$ cat src/rtl/seri_pkg.sv
// Shared state encoding and line-level default for the serial transceiver.
package seri_pkg;

    typedef enum logic [2:0] {
        IDLE,
        START,
        DATA,
        PARITY,
        STOP
    } seri_state_e;

    localparam logic IDLE_LVL_DEF = 1'b1;

endpackage

$ cat src/rtl/seri_verici.sv
// Serial transmitter: start bit, DATA_W bits LSB first, optional even parity, stop bit.
// Parity is inserted only when SERI_ALICI_VERICI_PARITY_EN is defined.
module seri_verici
    import seri_pkg::*;
#(
    parameter int   DATA_W   = 3,
    parameter logic IDLE_LVL = IDLE_LVL_DEF
) (
    input  logic              clk,
    input  logic              rst_n,
    input  logic              tx_start,
    input  logic [DATA_W-1:0] tx_data,
    output logic              tx,
    output logic              tx_busy
);

    localparam int              CNT_W    = $clog2(DATA_W + 1);
    localparam logic [CNT_W-1:0] LAST_BIT = CNT_W'(DATA_W - 1);

    seri_state_e       state_q, state_d;
    logic [DATA_W-1:0] shift_q, shift_d;
    logic [CNT_W-1:0]  cnt_q, cnt_d;
`ifdef SERI_ALICI_VERICI_PARITY_EN
    logic              par_q, par_d;
`endif

    always_ff @(posedge clk or negedge rst_n) begin
        if (!rst_n) begin
            state_q <= IDLE;
            shift_q <= '0;
            cnt_q   <= '0;
`ifdef SERI_ALICI_VERICI_PARITY_EN
            par_q   <= 1'b0;
`endif
        end else begin
            state_q <= state_d;
            shift_q <= shift_d;
            cnt_q   <= cnt_d;
`ifdef SERI_ALICI_VERICI_PARITY_EN
            par_q   <= par_d;
`endif
        end
    end

    // Line level and busy are decoded from state so reset forces idle immediately.
    always_comb begin
        state_d = state_q;
        shift_d = shift_q;
        cnt_d   = cnt_q;
`ifdef SERI_ALICI_VERICI_PARITY_EN
        par_d   = par_q;
`endif
        tx      = IDLE_LVL;
        tx_busy = 1'b1;
        case (state_q)
            IDLE: begin
                tx_busy = 1'b0;
                if (tx_start) begin
                    shift_d = tx_data;
                    cnt_d   = '0;
`ifdef SERI_ALICI_VERICI_PARITY_EN
                    par_d   = ^tx_data;
`endif
                    state_d = START;
                end
            end
            START: begin
                tx      = ~IDLE_LVL;
                state_d = DATA;
            end
            DATA: begin
                tx      = shift_q[0];
                shift_d = shift_q >> 1;
                if (cnt_q == LAST_BIT) begin
`ifdef SERI_ALICI_VERICI_PARITY_EN
                    state_d = PARITY;
`else
                    state_d = STOP;
`endif
                end else begin
                    cnt_d = cnt_q + CNT_W'(1);
                end
            end
`ifdef SERI_ALICI_VERICI_PARITY_EN
            PARITY: begin
                tx      = par_q;
                state_d = STOP;
            end
`endif
            STOP: begin
                state_d = IDLE;
            end
            default: begin
                state_d = IDLE;
            end
        endcase
    end

endmodule

$ cat src/rtl/seri_alici_verici.sv
// Serial transceiver top: transmitter sub-module plus the receiver FSM.
// Define SERI_ALICI_VERICI_PARITY_EN to add an even-parity bit to every frame.
module seri_alici_verici
    import seri_pkg::*;
#(
    parameter int   DATA_W   = 3,
    parameter logic IDLE_LVL = IDLE_LVL_DEF
) (
    input  logic              clk,
    input  logic              rst_n,
    input  logic              rx,
    input  logic              rx_en,
    input  logic              tx_start,
    input  logic [DATA_W-1:0] tx_data,
    output logic              tx,
    output logic              tx_busy,
    output logic [DATA_W-1:0] rx_data,
    output logic              rx_valid,
    output logic              rx_err
);

    localparam int              CNT_W    = $clog2(DATA_W + 1);
    localparam logic [CNT_W-1:0] LAST_BIT = CNT_W'(DATA_W - 1);

    seri_verici #(
        .DATA_W   (DATA_W),
        .IDLE_LVL (IDLE_LVL)
    ) u_verici (
        .clk      (clk),
        .rst_n    (rst_n),
        .tx_start (tx_start),
        .tx_data  (tx_data),
        .tx       (tx),
        .tx_busy  (tx_busy)
    );

    seri_state_e       rx_state_q, rx_state_d;
    logic [DATA_W-1:0] rx_shift_q, rx_shift_d;
    logic [CNT_W-1:0]  rx_cnt_q, rx_cnt_d;
    logic [DATA_W-1:0] rx_data_q, rx_data_d;
    logic              rx_valid_q, rx_valid_d;
    logic              rx_err_q, rx_err_d;
    logic              frame_ok;
`ifdef SERI_ALICI_VERICI_PARITY_EN
    logic              rx_par_err_q, rx_par_err_d;
`endif

    always_ff @(posedge clk or negedge rst_n) begin
        if (!rst_n) begin
            rx_state_q   <= IDLE;
            rx_shift_q   <= '0;
            rx_cnt_q     <= '0;
            rx_data_q    <= '0;
            rx_valid_q   <= 1'b0;
            rx_err_q     <= 1'b0;
`ifdef SERI_ALICI_VERICI_PARITY_EN
            rx_par_err_q <= 1'b0;
`endif
        end else begin
            rx_state_q   <= rx_state_d;
            rx_shift_q   <= rx_shift_d;
            rx_cnt_q     <= rx_cnt_d;
            rx_data_q    <= rx_data_d;
            rx_valid_q   <= rx_valid_d;
            rx_err_q     <= rx_err_d;
`ifdef SERI_ALICI_VERICI_PARITY_EN
            rx_par_err_q <= rx_par_err_d;
`endif
        end
    end

    // The start bit is consumed in IDLE, so the receiver never visits START.
    always_comb begin
        rx_state_d = rx_state_q;
        rx_shift_d = rx_shift_q;
        rx_cnt_d   = rx_cnt_q;
        rx_data_d  = rx_data_q;
        rx_valid_d = 1'b0;
        rx_err_d   = 1'b0;
`ifdef SERI_ALICI_VERICI_PARITY_EN
        rx_par_err_d = rx_par_err_q;
        frame_ok     = (rx == IDLE_LVL) && !rx_par_err_q;
`else
        frame_ok     = (rx == IDLE_LVL);
`endif
        if (!rx_en) begin
            rx_state_d = IDLE;
        end else begin
            case (rx_state_q)
                IDLE: begin
                    if (rx == ~IDLE_LVL) begin
                        rx_cnt_d   = '0;
                        rx_state_d = DATA;
                    end
                end
                DATA: begin
                    rx_shift_d = (rx_shift_q >> 1) | (DATA_W'(rx) << (DATA_W - 1));
                    if (rx_cnt_q == LAST_BIT) begin
`ifdef SERI_ALICI_VERICI_PARITY_EN
                        rx_state_d = PARITY;
`else
                        rx_state_d = STOP;
`endif
                    end else begin
                        rx_cnt_d = rx_cnt_q + CNT_W'(1);
                    end
                end
`ifdef SERI_ALICI_VERICI_PARITY_EN
                PARITY: begin
                    rx_par_err_d = rx ^ (^rx_shift_q);
                    rx_state_d   = STOP;
                end
`endif
                STOP: begin
                    if (frame_ok) begin
                        rx_data_d  = rx_shift_q;
                        rx_valid_d = 1'b1;
                    end else begin
                        rx_err_d = 1'b1;
                    end
                    rx_state_d = IDLE;
                end
                default: begin
                    rx_state_d = IDLE;
                end
            endcase
        end
    end

    assign rx_data  = rx_data_q;
    assign rx_valid = rx_valid_q;
    assign rx_err   = rx_err_q;

endmodule
$ cat config.mk
export PLATFORM = sky130hd
export DESIGN_NAME = seri_alici_verici
export DESIGN_NICKNAME = d
export VERILOG_FILES = /design/src/rtl/seri_pkg.sv /design/src/rtl/seri_verici.sv /design/src/rtl/seri_alici_verici.sv
export SDC_FILE = /design/constraint.sdc
export NUM_CORES = 1
export LEC_CHECK = 0
export ABC_AREA = 1
export BUFFER_PORTS_ARGS = -buffer_cell sky130_fd_sc_hd__buf_2
export CAP_MARGIN = 0
export CORE_MARGIN = 5
export CORE_UTILIZATION = 57
export DETAILED_ROUTE_END_ITERATION = 10
export PLACE_DENSITY_LB_ADDON = 0.3
export SLEW_MARGIN = 20
export SYNTH_ARGS = -nofsm -noshare
export SYNTH_HDL_FRONTEND = slang
export SYNTH_HIERARCHICAL = 1
export SYNTH_SLANG_ARGS = --single-unit
$ cat constraint.sdc
create_clock -name clk -period 2.3 [get_ports clk]
set_input_delay 0.23 -clock clk [delete_from_list [all_inputs] [get_ports clk]]
set_output_delay 0.23 -clock clk [all_outputs]
set_load 0.01 [all_outputs]
* Word-level counts from Yosys, hierarchy flattened *
Index checks and enable logic that the tools add are counted.
Widths: inputs -> output; s select.

storage, ports and cells
  register bits = 21
  output and inout bits = 7

operators by class
  add/subtract/negate cells = 2
  eq/ne operators = 13
  multiplexer cells = 23
  bitwise logic cells = 1
  reductions and logical operators = 11

operators with widths
  cell                 number
  $mux 3               6
  $pmux 3 s2           2
  $pmux 3 s3           1
  $mux 2               4
  $ne 2x2->1 const B   4
  $pmux 2 s2           2
  $reduce_and 2->1     4
  $mux 1               7
  $eq 3x2->1 const B   2
  $logic_not 3->1      2
  $ne 3x3->1 const B   2
  $reduce_and 3->1     2
  $add 2x1->2 const B  2
  $eq 2x2->1 const B   2
  $reduce_and 4->1     1
  $reduce_bool 2->1    2
  $eq 3x1->1 const B   1
  $eq 3x3->1 const B   1
  $or 2x3->3           1
  $ne 2x1->1 const B   1
  $pmux 1 s2           1

* Logic depth before layout (Yosys ltp) *
Gate-level depths: netlist of the first run.

  word-level depth = 4
  gate-level depth with buffers = 7
  depth with buffers taken out = 7

* Modules after synthesis *
Netlist of the first run, hierarchy kept.

by module, submodules not included
  module             times used  cells each  area each (um^2)  sequential area each (um^2)
  seri_alici_verici  1           56          513.0             300.3
  seri_verici        1           48          402.9             200.2

* Worst setup path before layout of the first run *
Ideal clock, no wire load.

  path type = register to output
  start = register u_verici.state_q[0]
  end = output tx
  data arrival time = 0.871 ns
  data required time = 2.070 ns
  slack = 1.199 ns
  stages on the path, launching flop included = 4
  cell sequence = dfrtp_1 -> nor2_4 -> nand2_2 -> o21a_1

on the way
  word-level cells in the longest chain between the ends = 2

ends and longest elaborated chain
  item                                      RTL line                 text
  from (decl)                               seri_verici.sv:20        seri_state_e state_q, state_d;
  from (signal assigned)                    seri_verici.sv:36        state_q <= state_d;
  $eq 3x2->1 or $eq 3x1->1 (tied branches)  seri_verici.sv:55        case (state_q)
  $pmux 1 s2 *                              seri_verici.sv:55
  to (decl)                                 seri_alici_verici.sv:15  output logic tx,

Mark *: on every way between the ends. The rest lies on a longest branch, timed or not.

* Worst setup path in the final report of the first run *
Ends and elaborated chain as after synthesis.

==> flow_metrics.env, run 1 <==
export IMPL_outcome="complete, no violations"
export IMPL_viasPerCell=5.01
export IMPL_endpoint="tx"
export IMPL_fin_hold_ws_ns=0.138
export IMPL_async_reset_ff_share_pct=100
export IMPL_seq_area_frac_synth_pct=54.6
export IMPL_synthTopCellsByArea="dfrtp_1 (55%), nand2_1 (13%), inv_1 (5.3%)"
export IMPL_io_buffers=14
export IMPL_core_area_mm2=0.00152
export IMPL_drv_slew=0
export IMPL_drt_iter0_drc=9
export IMPL_num_io_pins=15
export IMPL_r2r_start="u_verici/cnt_q[0]"
export IMPL_crit_fanout=6
export IMPL_worstMarginPinSlew_ns=0.436
export IMPL_drt_wl_total_mm=1.57
export IMPL_worst_setup_path_end_kind="output pin"
export IMPL_die_w_um=50.1
export IMPL_diodes=0
export IMPL_num_nets_final=134
export IMPL_synthesis_nets=114
export IMPL_dr_pass1_iters=4
export IMPL_path_buf_inv=1
export IMPL_cts_repair_resized=0
export IMPL_cts_tree="built"
export IMPL_setup_viol=0
export IMPL_drive_above_1_share_pct=25.4
export IMPL_grt_ovfl_total=0
export IMPL_clock_path_buffers=2
export IMPL_ys_ff_latch=20
export IMPL_p_per_area_mw_per_mm2=945
export IMPL_hold_buffers=1
export IMPL_hold_viol=0
export IMPL_fin_cells=138
export IMPL_grt_pass1_vias=690
export IMPL_grt_max_degree=21
export IMPL_vias=691
export IMPL_gp_congestion=0.799
export IMPL_syn_to_final_growth_pct=13.4
export IMPL_synth_area_um2=916
export IMPL_period_share_pct=67.5
export IMPL_htreeDepth=1
export IMPL_post_synth_inst_count=104
export IMPL_grt_first_pass_wirelength_mm=2.85
export IMPL_relSlewSlack_pct=71.0
export IMPL_start_util_pct=60.1
export IMPL_reg2reg_slack_ns=1.18
export IMPL_dp_cells=134
export IMPL_crit_slowest_cell="dfrtp_1"
export IMPL_post_place_ws_ns=1.07
export IMPL_antenna_left=0
export IMPL_crit_start="u_verici/state_q[0]"
export IMPL_min_period_ns=1.55
export IMPL_dp_hpwl_mm=1.22
export IMPL_numClockSinks=20
export IMPL_critPathKind="reg -> out"
export IMPL_dieHeight_um=50.1
export IMPL_avgSynthCellArea_um2=8.81
export IMPL_clk_latency_ns=0.29
export IMPL_synth_top_cell_area_share_pct=54.6
export IMPL_synth_flop_cell="dfrtp_1"
export IMPL_die_area_mm2=0.00251
export IMPL_clk_pin_slew_ns=0.10
export IMPL_antenna_found_initial=0
export IMPL_synth_largest_area_cell="dfrtp_1"
export IMPL_grtUsageTotal_pct=14.6
export IMPL_maxCapViolCount=0
export IMPL_total_power_uw=981
export IMPL_crit_cells=4
export IMPL_worstPathRequired_ns=2.07
export IMPL_path_cells="nor2_4 -> nand2_2 -> o21a_1 -> buf_2"
export IMPL_leakagePower_nw=0.597
export IMPL_path_delay_family="flip-flops"
export IMPL_fmax_ghz=0.644
export IMPL_fin_setup_tns_ns=0
export IMPL_root_buffer="clkbuf_4"
export IMPL_hold_class="in -> reg"
export IMPL_wl_per_cell_um=11.4
export IMPL_rsz0062_at_grt="no"
export IMPL_postCtsSetupRepairBufs=0
export IMPL_fin_worst_skew_ns=0.00372
export IMPL_yosysUniqueCellTypes=16
export IMPL_reg2regPathDepth=6
export IMPL_crit_arrival_ns=1.32
export IMPL_synth_edf_count=0
export IMPL_yosysMostFrequentCell="nand2_1"
export IMPL_worst_ir_drop_vdd_mv=0.545
export IMPL_slowest_delay_ns=0.43
export IMPL_critPathLaunchType="flip-flop"
export IMPL_fillers=133
export IMPL_r2r_end="u_verici/cnt_q[1]"
export IMPL_rows=14
export IMPL_drcViolationCount=0
export IMPL_yosys_warnings=6
export IMPL_ys_top_cells_by_count="nand2_1 (31), dfrtp_1 (20), inv_1 (13)"
export IMPL_cts_buffers=3
export IMPL_fin_ws_ns=0.748
state kept, by name, indices dropped and copies added (netlist names):
signal            flops
rx_shift_q            3
rx_data               3
rx_err                1
u_verici/shift_q      3
u_verici/state_q      3
rx_state_q            2
u_verici/cnt_q        2
rx_cnt_q              2
rx_valid              1
power breakdown:
| group | switching, mW | leakage (nW) | internal [mW] | total [mW] |
|---|---|---|---|---|
| Combinational | 0.204 | 0.318 | 0.130 | 0.334 |
| Clock | 0.0949 | 0.0138 | 0.0609 | 0.156 |
| Sequential | 0.0592 | 0.265 | 0.432 | 0.491 |
worst min-delay path by stage:
stage                     slack (ns)                   to       start  cells past startpoint
after global routing            0.14  u_verici/shift_q[2]  tx_data[2]                      3
after CTS                       0.14  u_verici/shift_q[2]  tx_data[2]                      3
final                           0.14  u_verici/shift_q[2]  tx_data[2]                      3
after global placement          0.20  u_verici/state_q[1]       rst_n                      1
after detailed placement        0.20  u_verici/state_q[1]       rst_n                      1
after floorplan                -0.07          rx_cnt_q[0]       rst_n                      0
metrics by stage:
| step | cell area (µm²) | util (%) |
|---|---|---|
| 2_1_floorplan | 916 | - |
| 3_5_place_dp | 1010 | 66.0 |
| 4_1_cts | 1040 | 68.1 |
| 6_report | 1040 | 68.1 |
| 5_1_grt | 1040 | 68.1 |
| 3_3_place_gp | 1010 | 66.0 |
cells by family after synthesis:
kind of cell | Yosys count | share of synthesized area, %
simple gates | 57 | 31.1
compound gates | 7 | 4.10
fa+ha+maj | 2 | 2.73
buf+inv | 18 | 7.38
flops | 20 | 54.6
tightest hold or removal path: cells and delay by family:
family | cells | cell delay [ns]
and+or+nand+nor | 2 | 0.09
buffers and inverters | 1 | 0.08
layout by cell type (no fill, tap or decap):
cell type	Yosys	layout
nor2_4	4	4
nand3_1	7	7
ha_1	2	2
inv_2	4	4
nand4_2	1	1
clkinv_1	1	1
dlygate4sd3_1	0	1
nor4_1	1	1
o21a_1	1	1
nand2_2	4	4
buf_2	0	14
o21ai_1	6	6
nor2_1	6	6
nand4_1	2	2
dfrtp_1	20	20
inv_1	13	13
nand3_2	1	1
nand2_1	31	31
clkbuf_4	0	3
metal layers:
layer / track usage, % / up-vias / share of wire, %
met4: 5.24 / 0 / 0
met1: 17.6 / 323 / 45
li1: - / 361 / -
met3: 3.92 / 0 / 3.4
met2: 24.7 / 7 / 51
met5: 0 / - / 0
area by class of cell:
class                      count  area (µm²)  area share (%)
inverter                      18        67.6            6.51
sequential                    20         500            48.2
clock buffer                   3        22.5            2.17
tap                           16        20.0            1.93
timing repair buffer          15        80.1            7.71
multi-input combinational     66         348            33.5
(Power assumes the default switching activity.)
==> inputs of run 2 (changes only) <==
--- a/config.mk
+++ b/config.mk
@@ -5,11 +5,12 @@
 export SDC_FILE = /design/constraint.sdc
 export NUM_CORES = 1
 export LEC_CHECK = 0
-export ABC_AREA = 1
+export ABC_AREA = 0
 export BUFFER_PORTS_ARGS = -buffer_cell sky130_fd_sc_hd__buf_2
 export CAP_MARGIN = 0
+export CORE_ASPECT_RATIO = 0.7
 export CORE_MARGIN = 5
-export CORE_UTILIZATION = 57
+export CORE_UTILIZATION = 48
 export DETAILED_ROUTE_END_ITERATION = 10
 export PLACE_DENSITY_LB_ADDON = 0.3
 export SLEW_MARGIN = 20
==> constraint.sdc (replaced) <==
create_clock -name clk -period 1.35 [get_ports clk]
set_input_delay 0.135 -clock clk [delete_from_list [all_inputs] [get_ports clk]]
set_output_delay 0.135 -clock clk [all_outputs]
set_load 0.01 [all_outputs]
==> flow_metrics.env, run 2 <==
export IMPL_drcViolationCount=0
export IMPL_post_synth_inst_count=78
export IMPL_worstPathRequired_ns=1.22
export IMPL_synthTopCellsByArea="dfrtp_1 (54%), mux2_2 (7.4%), nand2_1 (2.9%)"
export IMPL_grt_first_pass_wirelength_mm=2.86
export IMPL_fin_hold_ws_ns=0.0388
export IMPL_violations="negative setup slack"
export IMPL_worstHoldStart="rx"
export IMPL_antenna_found_initial=0
export IMPL_path_buf_inv=2
export IMPL_clk_latency_ns=0.30
export IMPL_fin_worst_skew_ns=0.00486
export IMPL_fin_setup_tns_ns=-0.172
export IMPL_rsz0062_at_grt="yes"
export IMPL_critPathKind="reg -> out"
export IMPL_dp_hpwl_mm=1.13
export IMPL_start_util_pct=50.0
export IMPL_path_cells="buf_6 -> or3_4 -> buf_6"
export IMPL_crit_slowest_cell="dfrtp_1"
export IMPL_slowest_delay_ns=0.41
export IMPL_seqPwrFrac_pct=42.9
export IMPL_relSlewSlack_pct=71.2
export IMPL_hold_class="in -> reg"
export IMPL_layout_commonest_cell="dfrtp_1"
export IMPL_muxShareOfSynthArea_pct=10.9
export IMPL_gp_congestion=0.764
export IMPL_fin_ws_ns=-0.0712
export IMPL_use_met1_pct=15.2
export IMPL_drv_slew=0
export IMPL_reg2reg_slack_ns=-0.03
export IMPL_diodes=0
export IMPL_clk_pin_slew_ns=0.11
export IMPL_worst_ir_drop_vdd_mv=1.15
export IMPL_htreeDepth=1
export IMPL_grt_max_degree=21
export IMPL_synth_top_cell_area_share_pct=54.5
export IMPL_synth_compound_area_share_pct=12.5
export IMPL_yosysMostFrequentCell="dfrtp_1"
export IMPL_period_share_pct=105
export IMPL_critPathLaunchType="flip-flop"
export IMPL_fin_cells=126
export IMPL_grt_busiest_layer="met2"
export IMPL_avgSynthCellArea_um2=11.8
export IMPL_r2r_start="u_verici/state_q[2]"
export IMPL_min_period_ns=1.42
export IMPL_grtUsageMet2_pct=21.9
export IMPL_maxCapViolCount=0
export IMPL_cts_tree="built"
export IMPL_seq_area_frac_synth_pct=54.5
export IMPL_min_path_cells=2
export IMPL_grt_pass1_vias=686
export IMPL_drt_wl_total_mm=1.66
export IMPL_rows=13
export IMPL_hold_viol=0
export IMPL_wl_per_cell_um=13.2
export IMPL_num_nets_final=115
export IMPL_drt_iter0_drc=13
export IMPL_use_met3_pct=4.63
export IMPL_reg2regPathDepth=5
export IMPL_die_w_um=62.3
export IMPL_io_buffers=14
export IMPL_yosys_area_share_simple_pct=15.5
export IMPL_intPower_mw=1.46
export IMPL_dr_pass1_iters=2
export IMPL_crit_arrival_ns=1.29
export IMPL_final_cell_mix="dfrtp_1 (20), buf_2 (13), nand2_1 (7)"
export IMPL_hold_path_endpoint="rx_err"
export IMPL_worstMarginPinSlew_ns=0.433
export IMPL_r2r_end="u_verici/cnt_q[0]"
export IMPL_fmax_ghz=0.704
export IMPL_worst_setup_path_end_kind="output pin"
export IMPL_total_power_mw=2.13
export IMPL_crit_fanout=2
export IMPL_p_per_area_mw_per_mm2=1840
export IMPL_grt_ovfl_total=0
export IMPL_clock_path_buffers=2
export IMPL_ys_ff_latch=20
export IMPL_post_place_ws_ns=-0.00854
export IMPL_dieHeight_um=46.6
export IMPL_antenna_left=0
export IMPL_num_io_pins=15
export IMPL_core_area_mm2=0.00184
export IMPL_place_area_mm2=0.00102
export IMPL_grtUsageTotal_pct=12.8
export IMPL_root_buffer="clkbuf_4"
export IMPL_synth_top_family_by_area="simple AND/OR/NAND/NOR gates"
export IMPL_synthesis_nets=88
export IMPL_outcome="finished with violations"
export IMPL_setup_viol=7
export IMPL_synthXorXnorAreaFrac_pct=0
export IMPL_synth_flop_cell="dfrtp_1"
export IMPL_crit_top_cell="buf_6"
export IMPL_final_cell_area_mm2=0.00116
export IMPL_die_area_mm2=0.00290
export IMPL_synthAdderAreaFrac_pct=2.72
export IMPL_viasPerCell=5.31
export IMPL_synth_area_um2=918
export IMPL_yosysUniqueCellTypes=30
export IMPL_post_route_util_pct=63.1
export IMPL_async_reset_ff_share_pct=100
export IMPL_switching_share_pct=31.7
export IMPL_path_delay_family="flip-flops"
export IMPL_cts_buffers=3
export IMPL_synth_largest_area_cell="dfrtp_1"
export IMPL_synth_edf_count=0
export IMPL_drive_above_1_share_pct=40.4
export IMPL_leakagePower_nw=0.601
export IMPL_ys_top_cells_by_count="dfrtp_1 (20), nand2_1 (7), mux2_2 (6)"
export IMPL_numClockSinks=20
export IMPL_clockPowerShare_pct=15.8
export IMPL_syn_to_final_growth_pct=26.3
export IMPL_pwr_share_comb_pct=41.4
export IMPL_crit_start="u_verici/state_q[2]"
export IMPL_p_sw_uw=675
export IMPL_vias=669
export IMPL_yosys_warnings=6
export IMPL_dp_cells=115
==> run 2: changes by cell type after synthesis, moves of 6 or more <==
cell / previous run / this run
inv_1: 13 / 5
nand2_1: 31 / 7
nand3_1: 7 / 0
mux2_2: 0 / 6
o21ai_1: 6 / 0
==> run 2: repair_timing <==
| action | 4_1_cts | 5_1_grt |
|---|---|---|
| hold buffers | 1 | 0 |
| hold endpoints to repair | 20 | 0 |
| gates resized for setup | 5 | 9 |
| pin swaps | 1 | 3 |
| setup endpoints to repair | 3 | 8 |
| setup buffers | 5 | 1 |
==> run 2: how the worst max path moves through the flow <==
stage,cells past startpoint,endpoint,slack (ns)
after global routing,3,tx_busy,-0.12
after CTS,3,tx_busy,-0.08
after detailed placement,5,rx_cnt_q[0],-0.009
after global placement,5,rx_cnt_q[0],0.06
final,3,tx_busy,-0.07
after floorplan,4,u_verici/cnt_q[0],0.09
==> run 2: kinds of logic (layout without fill, tap and decap cells) <==
family	after synthesis	in the layout
AOI/OAI and AO/OA	14	14
adders and majority gates	2	2
buffers and inverters	7	33
DFF	20	20
muxes	9	9
and+or+nand+nor	26	26
==> run 2: cell type report <==
class | instances | area [µm²]
clock buffers | 4 | 36.3
fillers | 155 | 678
inverters | 5 | 18.8
multi-input cells | 51 | 412
flip-flops and latches | 20 | 500
well taps | 22 | 27.5
repair buffers | 24 | 165
==> run 2: power by group through the flow <==
stage / clock network, mW / logic (mW) / registers (mW)
2_1_floorplan: 0 / 0.529 / 0.892
3_3_place_gp: 0 / 0.667 / 0.920
3_5_place_dp: 0 / 0.692 / 0.926
4_1_cts: 0.353 / 0.806 / 0.911
5_1_grt: 0.380 / 0.967 / 0.942
6_report: 0.336 / 0.882 / 0.914
==> run 2: layer usage <==
layer  part of all wire [%]  wire, µm
met5                      0         0
met2                     47       784
met4                    1.4        24
met3                    5.8        97
met1                     46       758
==> inputs of run 3 (changes only) <==
--- a/config.mk
+++ b/config.mk
@@ -10,7 +10,7 @@
 export CAP_MARGIN = 0
 export CORE_ASPECT_RATIO = 0.7
 export CORE_MARGIN = 5
-export CORE_UTILIZATION = 48
+export CORE_UTILIZATION = 45
 export DETAILED_ROUTE_END_ITERATION = 10
 export PLACE_DENSITY_LB_ADDON = 0.3
 export SLEW_MARGIN = 20
==> flow_metrics.env, run 3 (synthesis results as in run 2) <==
export IMPL_outcome="finished with violations"
export IMPL_violations="negative setup slack"
export IMPL_rsz0062_at_grt="yes"
export IMPL_r2r_start="rx_cnt_q[0]"
export IMPL_relSlewSlack_pct=70.4
export IMPL_clock_path_buffers=2
export IMPL_clk_pin_slew_ns=0.10
export IMPL_period_share_pct=106
export IMPL_cts_tree="built"
export IMPL_dieHeight_um=47.8
export IMPL_hold_class="in -> reg"
export IMPL_rows=13
export IMPL_worst_ir_drop_vdd_mv=0.960
export IMPL_drt_iter0_drc=19
export IMPL_endpoint="tx_busy"
export IMPL_worstMarginPinSlew_ns=0.444
export IMPL_dp_hpwl_mm=1.15
export IMPL_drt_wl_total_mm=1.65
export IMPL_fmax_ghz=0.701
export IMPL_dr_pass1_iters=4
export IMPL_syn_to_final_growth_pct=21.5
export IMPL_drv_slew=0
export IMPL_cts_buffers=3
export IMPL_numClockSinks=20
export IMPL_wl_per_cell_um=13.4
export IMPL_r2r_end="rx_cnt_q[1]"
export IMPL_fin_ws_ns=-0.0771
export IMPL_critPathLaunchType="flip-flop"
export IMPL_p_per_area_mw_per_mm2=1840
export IMPL_drive_above_1_share_pct=37.6
export IMPL_slowest_delay_ns=0.40
export IMPL_diodes=0
export IMPL_min_period_ns=1.43
export IMPL_start_util_pct=48.3
export IMPL_root_buffer="clkbuf_4"
export IMPL_htreeDepth=1
export IMPL_path_buf_inv=2
export IMPL_grt_first_pass_wirelength_mm=2.81
export IMPL_layout_commonest_cell="dfrtp_1"
export IMPL_die_w_um=64.0
export IMPL_die_area_mm2=0.00306
export IMPL_gp_congestion=0.818
export IMPL_grt_pass1_vias=639
export IMPL_leakagePower_nw=0.577
export IMPL_crit_start="u_verici/state_q[0]"
export IMPL_setup_viol=2
export IMPL_reg2reg_slack_ns=0.02
export IMPL_num_io_pins=15
export IMPL_fin_worst_skew_ns=0.00193
export IMPL_worst_setup_path_end_kind="output pin"
export IMPL_maxCapViolCount=0
export IMPL_num_nets_final=113
export IMPL_crit_slowest_cell="dfrtp_1"
export IMPL_fin_setup_tns_ns=-0.0864
export IMPL_grt_ovfl_total=0
export IMPL_viasPerCell=5.35
export IMPL_grt_max_degree=21
export IMPL_core_area_mm2=0.00190
export IMPL_hold_viol=0
export IMPL_antenna_found_initial=0
export IMPL_fillers=161
export IMPL_antenna_left=0
export IMPL_vias=658
export IMPL_crit_top_cell="buf_6"
export IMPL_critPathKind="reg -> out"
export IMPL_path_delay_family="flip-flops"
export IMPL_io_buffers=14
export IMPL_reg2regPathDepth=5
export IMPL_drcViolationCount=0
export IMPL_final_cell_mix="dfrtp_1 (19), buf_2 (13), nand2_1 (7)"
export IMPL_grtUsageTotal_pct=12.4
export IMPL_clk_latency_ns=0.29
export IMPL_worstPathRequired_ns=1.22
export IMPL_crit_arrival_ns=1.29
export IMPL_crit_cells=3
export IMPL_crit_fanout=5
export IMPL_post_route_util_pct=58.6
export IMPL_path_cells="buf_6 -> or3_4 -> buf_6"
-- run 3: area by class of cell --
type | instances | area (µm²) | area share, %
Clock buffer | 3 | 22.5 | 2.02
Inverter | 5 | 18.8 | 1.68
Multi-Input combinational cell | 51 | 403 | 36.1
Sequential cell | 20 | 502 | 45.0
Tap cell | 22 | 27.5 | 2.47
Timing Repair Buffer | 22 | 143 | 12.8
-- run 3: metal layers --
layer / wire length [µm] / vias up / global-route usage [%]
met1: 803 / 321 / 15.6
met3: 79 / 2 / 5.16
met4: 12 / 0 / 4.56
met5: 0 / - / 0
met2: 757 / 14 / 19.6
li1: - / 321 / -
-- run 3: report_power, final --
part | internal [mW] | switching (mW) | leakage [nW]
sequential | 0.779 | 0.136 | 0.260
clock | 0.104 | 0.170 | 0.0138
combinational | 0.509 | 0.362 | 0.304
-- run 3: worst min-delay path by stage --
stage                                to   from  depth (start not counted)
floorplan                   rx_cnt_q[0]  rst_n                          0
global placement    u_verici/shift_q[2]  rst_n                          1
detailed placement  u_verici/shift_q[2]  rst_n                          1
CTS                              rx_err     rx                          2
global route                     rx_err     rx                          2
finish                           rx_err     rx                          2
-- run 3: through the flow --
step	worst slack (ns)	instances	hold slack, ns	power, mW	area, µm²
3_3_place_gp	0.0653	116	0.106	1.60	1030
6_report	-0.0771	123	0.0319	2.06	1120
4_1_cts	-0.0826	123	0.0199	1.99	1090
3_5_place_dp	0.00444	116	0.109	1.63	1030
2_1_floorplan	0.0906	78	-0.161	1.42	918
5_1_grt	-0.126	123	0.0230	2.21	1120
-- run 3: timing repair --
action | in CTS | in global routing
gates resized for setup | 2 | 6
pin swaps | 2 | 2
hold endpoints to repair | 20 | 0
buffers inserted | 4 | 0
hold buffers | 1 | 0
setup endpoints to repair | 4 | 5
